**src/rtl/zueirai_pkg.sv**
```systemverilog
// Shared definitions for the ZueiraI issue stage: ALU control codes,
// flag bit positions and default sizing.
package zueirai_pkg;

   typedef enum logic [2:0] {
      NOP = 3'd0,
      ADD = 3'd1,
      SUB = 3'd2,
      AND = 3'd3,
      OR  = 3'd4,
      NOT = 3'd5,
      SHL = 3'd6,
      SHR = 3'd7
   } alu_ctrl_e;

   localparam int FLAG_O = 2;
   localparam int FLAG_U = 1;
   localparam int FLAG_Z = 0;

   localparam int DATA_W_DEF = 8;
   localparam int NREGS_DEF  = 8;

endpackage

```
**src/rtl/zueirai_scoreboard.sv**
```systemverilog
// Per-register busy scoreboard. Tracks registers with a pending write,
// arbitrates same-cycle set/clear (set wins) and flags issue hazards.
// The bypass inputs mask hazards on the register being written back this
// cycle; the top ties byp_en low when forwarding is not built in.
module zueirai_scoreboard
   import zueirai_pkg::*;
#(
   parameter int NREGS  = NREGS_DEF,
   parameter int ADDR_W = $clog2(NREGS)
) (
   input  logic              clk,
   input  logic              rst,
   input  logic              set_en,
   input  logic [ADDR_W-1:0] set_addr,
   input  logic              clr_en,
   input  logic [ADDR_W-1:0] clr_addr,
   input  logic [ADDR_W-1:0] src_a,
   input  logic [ADDR_W-1:0] src_b,
   input  logic [ADDR_W-1:0] dest,
   input  logic              dest_we,
   input  logic              byp_en,
   input  logic [ADDR_W-1:0] byp_addr,
   output logic              hazard
);

   logic [NREGS-1:0] busy;
   logic [NREGS-1:0] busy_nxt;
   logic             haz_a;
   logic             haz_b;
   logic             haz_d;

   // Clear first, then set, so a same-cycle set on the same register wins.
   // r0 is never marked busy since writes to it are discarded.
   always_comb begin
      busy_nxt = busy;
      if (clr_en) busy_nxt[clr_addr] = 1'b0;
      if (set_en && (set_addr != '0)) busy_nxt[set_addr] = 1'b1;
   end

   // Busy vector register.
   always_ff @(posedge clk or posedge rst) begin
      if (rst) busy <= '0;
      else     busy <= busy_nxt;
   end

   // Hazard detection: RAW on either source, WAW on the destination.
   always_comb begin
      haz_a  = (src_a != '0) && busy[src_a] && !(byp_en && (byp_addr == src_a));
      haz_b  = (src_b != '0) && busy[src_b] && !(byp_en && (byp_addr == src_b));
      haz_d  = dest_we && busy[dest] && !(byp_en && (byp_addr == dest));
      hazard = haz_a || haz_b || haz_d;
   end

endmodule

```
**src/rtl/zueirai_issue_stage.sv**
```systemverilog
// Operand-issue stage for the ZueiraI ALU: register file, busy scoreboard
// and a registered valid/ready operand interface toward the ALU.
// Optional macro ZUEIRAI_WB_BYPASS_EN forwards same-cycle writeback data
// to the source reads and masks the matching scoreboard hazards.
module zueirai_issue_stage
   import zueirai_pkg::*;
#(
   parameter int DATA_W = DATA_W_DEF,
   parameter int NREGS  = NREGS_DEF,
   parameter int ADDR_W = $clog2(NREGS)
) (
   input  logic              clk,
   input  logic              rst,
   input  logic              issue_valid,
   output logic              issue_ready,
   input  logic [2:0]        issue_ctrl,
   input  logic [ADDR_W-1:0] issue_src_a,
   input  logic [ADDR_W-1:0] issue_src_b,
   input  logic [ADDR_W-1:0] issue_dest,
   input  logic              issue_we,
   output logic              alu_valid,
   input  logic              alu_ready,
   output logic [DATA_W-1:0] alu_in1,
   output logic [DATA_W-1:0] alu_in2,
   output logic [2:0]        alu_ctrl,
   output logic [ADDR_W-1:0] alu_dest,
   output logic              alu_we,
   input  logic              wb_en,
   input  logic [ADDR_W-1:0] wb_addr,
   input  logic [DATA_W-1:0] wb_data,
   input  logic [2:0]        wb_flags,
   output logic [2:0]        flags_q
);

   logic [DATA_W-1:0] regs [NREGS];
   logic [DATA_W-1:0] rd_a;
   logic [DATA_W-1:0] rd_b;
   logic              hazard;
   logic              accept;
   logic              byp_en;

`ifdef ZUEIRAI_WB_BYPASS_EN
   assign byp_en = wb_en;
`else
   assign byp_en = 1'b0;
`endif

   assign issue_ready = (!alu_valid || alu_ready) && !hazard;
   assign accept      = issue_valid && issue_ready;

   zueirai_scoreboard #(
      .NREGS  (NREGS),
      .ADDR_W (ADDR_W)
   ) u_scoreboard (
      .clk      (clk),
      .rst      (rst),
      .set_en   (accept && issue_we),
      .set_addr (issue_dest),
      .clr_en   (wb_en),
      .clr_addr (wb_addr),
      .src_a    (issue_src_a),
      .src_b    (issue_src_b),
      .dest     (issue_dest),
      .dest_we  (issue_we),
      .byp_en   (byp_en),
      .byp_addr (wb_addr),
      .hazard   (hazard)
   );

   // Source reads: r0 is hardwired to zero, optional writeback forwarding.
   always_comb begin
      rd_a = regs[issue_src_a];
      rd_b = regs[issue_src_b];
      if (byp_en && (wb_addr == issue_src_a)) rd_a = wb_data;
      if (byp_en && (wb_addr == issue_src_b)) rd_b = wb_data;
      if (issue_src_a == '0) rd_a = '0;
      if (issue_src_b == '0) rd_b = '0;
   end

   // Register file writeback; writes to r0 are dropped.
   always_ff @(posedge clk or posedge rst) begin
      if (rst) begin
         for (int i = 0; i < NREGS; i++) regs[i] <= '0;
      end else if (wb_en && (wb_addr != '0)) begin
         regs[wb_addr] <= wb_data;
      end
   end

   // Flag register follows every writeback, including ones to r0.
   always_ff @(posedge clk or posedge rst) begin
      if (rst)        flags_q <= '0;
      else if (wb_en) flags_q <= wb_flags;
   end

   // ALU-facing output register: load on accept, drop valid once consumed.
   always_ff @(posedge clk or posedge rst) begin
      if (rst) begin
         alu_valid <= 1'b0;
         alu_in1   <= '0;
         alu_in2   <= '0;
         alu_ctrl  <= 3'(NOP);
         alu_dest  <= '0;
         alu_we    <= 1'b0;
      end else if (accept) begin
         alu_valid <= 1'b1;
         alu_in1   <= rd_a;
         alu_in2   <= rd_b;
         alu_ctrl  <= issue_ctrl;
         alu_dest  <= issue_dest;
         alu_we    <= issue_we;
      end else if (alu_ready) begin
         alu_valid <= 1'b0;
      end
   end

endmodule
```
**config.mk**
```make
export PLATFORM = sky130hd
export DESIGN_NAME = zueirai_issue_stage
export DESIGN_NICKNAME = d
export VERILOG_FILES = /design/src/rtl/zueirai_pkg.sv /design/src/rtl/zueirai_scoreboard.sv /design/src/rtl/zueirai_issue_stage.sv
export SDC_FILE = /design/constraint.sdc
export NUM_CORES = 1
export LEC_CHECK = 0
export CORE_UTILIZATION = 55
export CTS_BUF_LIST = sky130_fd_sc_hd__clkbuf_4 sky130_fd_sc_hd__clkbuf_8
export CTS_CLUSTER_SIZE = 24
export DETAILED_ROUTE_END_ITERATION = 12
export PLACE_DENSITY = 0.84
export SLEW_MARGIN = 10
export SYNTH_ARGS = -nofsm -noshare
export SYNTH_HDL_FRONTEND = slang
export SYNTH_SLANG_ARGS = --single-unit
```
**constraint.sdc**
```tcl
create_clock -name clk -period 4.1 [get_ports clk]
set_input_delay 0.615 -clock clk [delete_from_list [all_inputs] [get_ports clk]]
set_output_delay 0.615 -clock clk [all_outputs]
set_load 0.005 [all_outputs]
```
==> summary.md <==
| Metric | Value |
|---|---|
| Largest net degree at the start of global routing | `40` |
| CTS root buf | `clkbuf_8` |
| Worst setup SP type | `input port` |
| Max incr delay on CP | `0.55 ns` |
| Yosys reg bits | `91` |
| CP Buf/Inv Count | `2` |
| Async set or reset register ratio after synthesis | `100.0%` |
| Layout cells sized above 1 | `around 38%` |
| Syn_area_per_cell | `14.07 um2` |
| Worst VDD drop | `roughly 0.2 mV` |
| Syn-to-layout area delta | `17.52%` |
| Unique masters post-synth | `30` |
| Initial antenna violation count | `0` |
| R2R cell count | `5` |
| CP required | `3.48 ns` |
| Post-CTS setup buffer count | `0` |
| GRT Total Usage | `about 25%` |
| Total Wirelength | `10.13 mm` |
| Internal reg-to-reg setup slack | `approximately 1.7 ns` |
| Most used cell, CP | `clkdlybuf4s50_1` |
| Least-Margin Pin Slew | `about 0.99 ns` |
| Setup CP Type | `in -> out` |
| Seq/Total Area, Yosys | `48.47%` |
| Post-layout util | `66.86%` |
| Worst Hold Launch | `flags_q[1]` |
| Htree depth | `3` |
| Final Net Count | `422` |
| Vias in the first global route | `roughly 3100` |
| Fin Setup TNS | `0 ns` |
| Vias | `3117` |
| Highest Clock Rate | `301.9 MHz` |
| CP endpoint kind | `output port` |
| DPL Wire Length | `6.865 mm` |
| Status | `finished, final reports clean` |
| Crit-path max FO | `3` |
| Hold Buf Count CTS | `0` |
| Yosys top cell area share | `48.47%` |
| Die H | `94.43 um` |
| Gpl congestion | `roughly 0.82` |
| Setup slack at placement | `0.7934 ns` |
| Commonest cells after routing, fill and taps aside | `dfrtp_1, mux2_2, clkdlybuf4s50_1` |
| Power, Total | `2.818 mW` |
| Die Width | `94.43 um` |
| Syn_nets | `366` |
| Instance count on the critical path | `7` |
| First-pass DRT Iterations | `5` |
| Die ar. | `roughly 9000 um2` |
| Delay-heaviest family, CP | `buffers and inverters` |
| TritonCTS clock tree | `done` |
| Post-route ant nets | `0` |
| Synth area leaders | `dfrtp_1, mux2_2, mux4_2, mux2_4, a22oi_1` |
| TritonCTS Sinks | `91` |
| Critical-path cell list | `clkdlybuf4s50_1, mux2_2, a221o_1, o21ai_0, nand2_1, nor2_1, clkdlybuf4s50_1` |
| Worst slew margin | `33.95%` |
| Grt ovf | `0` |
| Tmin final | `about 3.3 ns` |
| First-pass GRT wire length | `16.53 mm` |
| Ys flop type | `dfrtp_1` |
| RSZ-0062 raised after global routing | `no` |
| DR vias/cell | `6.234` |
| I/O Pins | `60` |
| Slowest cell on crit path | `clkdlybuf4s50_1` |
| CTS buffer count | `9` |
| Hold Vio Cnt, Final | `0` |
| Row cnt | `33` |
| CTS resizes | `0` |
| Core Area | `8258 um2` |
| Hold Path Depth | `1` |
| Final worst-path setup slack | `0.7880 ns` |
| Crit path DAT | `2.70 ns` |
| CP startpoint | `issue_src_a[0]` |
| Non-Filler Instances | `500` |
| Setup violators final | `0` |
| Power density over the cells | `roughly 510 nW/um2` |
| Yosys warnings | `0` |
| Initial Utilization | `between 50% and 60%` |
| RR Startpoint | `u_scoreboard.busy[2]` |
| Fin crit share | `80.78%` |
| Ant diodes | `0` |
| Post-synth EDFFs | `0` |
| # DRC | `0` |
| Reg-to-Reg End | `alu_in1[7]` |
| CP endpoint | `issue_ready` |
| Worst skew pair latency | `between 0.3 and 0.4 ns` |
| Port-buffer cells | `59` |
| Post-synth top area cell | `dfrtp_1` |
| MaxCap Viol Count | `0` |
| DP Cell Count | `484` |
| Slew Limit Fails | `0` |
| Initial DRC count | `around 150` |
| Worst-path clk slew | `approximately 0.08 ns` |
| Max clock buf depth | `2` |
| Leak pwr | `around 2.3 nW` |
| Netlist Area Pre-Place | `4698 um2` |
| Commonest non-fill, non-tap cell in the layout | `dfrtp_1` |
| Cells after Synth | `approximately 330` |
| Worst Skew | `~0.012 ns` |
| Hold crit path type | `reg -> reg` |
| WL/cell | `20.25 um` |
-- how the worst min path moves through the flow --
stage	slack (ns)	endpoint
2_1_floorplan	0.49	regs[32]
3_3_place_gp	0.49	flags_q[2]
3_5_place_dp	0.50	alu_ctrl[1]
4_1_cts	0.52	flags_q[1]
5_1_grt	0.52	flags_q[1]
6_report	0.51	flags_q[1]
-- per-stage QoR --
stage	hold slack [ns]	area, um2
4_1_cts	0.5182	5522
3_5_place_dp	0.4980	5343
3_3_place_gp	0.4903	5343
5_1_grt	0.5236	5522
6_report	0.5135	5522
2_1_floorplan	0.4906	4698
-- per-layer routing --
| layer | wire length, um | track usage, % | up-vias |
|---|---|---|---|
| met4 | 205 | 11.15 | 0 |
| met2 | 4996 | 40.34 | 122 |
| li1 | - | - | 1366 |
| met1 | 4449 | 34.02 | 1615 |
| met3 | 474 | 4.106 | 14 |
| met5 | 0 | 0 | - |
-- Yosys cell counts, types with 4 or more instances --
library cell,number
dfrtp_1,91
o21ai_0,17
buf_2,4
mux2_2,77
nor2b_1,4
a22oi_1,16
mux4_2,18
mux2i_1,8
nand2_1,19
clkbuf_1,12
inv_1,8
mux2_4,22
a32o_1,7
-- registers in the layout, summed over array words and instances, names as in the netlist --
register	count
alu_we	1
alu_valid	1
alu_in2	8
alu_dest	3
u_scoreboard.busy	8
flags_q	3
regs	56
alu_ctrl	3
alu_in1	8
-- cell type report --
| type | instances | area (um2) |
|---|---|---|
| Inverter | 8 | 31.28 |
| Sequential cell | 91 | 2277 |
| Clock inverter | 7 | 55.05 |
| Fill cell | 612 | 2736 |
| Multi-Input combinational cell | 212 | 2245 |
| Timing Repair Buffer | 68 | 658.1 |
| Clock buffer | 9 | 123.9 |
| Tap cell | 105 | 131.4 |
-- worst reg2reg max path: cells and delay by family (launching register included) --
kind	cells	cell delay (ns)
compound gates	2	0.47
flops	1	0.44
mux	2	0.70
simple gates	1	0.69
-- cell families after synthesis --
| kind of cell | Yosys count | share of synthesized area [%] |
|---|---|---|
| muxes | 125 | 35.82 |
| DFF | 91 | 48.47 |
| AOI/OAI and AO/OA | 47 | 7.084 |
| and+or+nand+nor | 40 | 4.874 |
| buffers and inverters | 31 | 3.755 |
-- power by group --
| group | internal [mW] | switching [mW] | leakage (nW) |
|---|---|---|---|
| Sequential | 1.15 | 0.179 | 1.11 |
| Combinational | 0.642 | 0.292 | 1.11 |
| Clock | 0.223 | 0.329 | 0.0854 |
| Total | 2.02 | 0.800 | 2.31 |
Power figures use the tool's default switching activity.
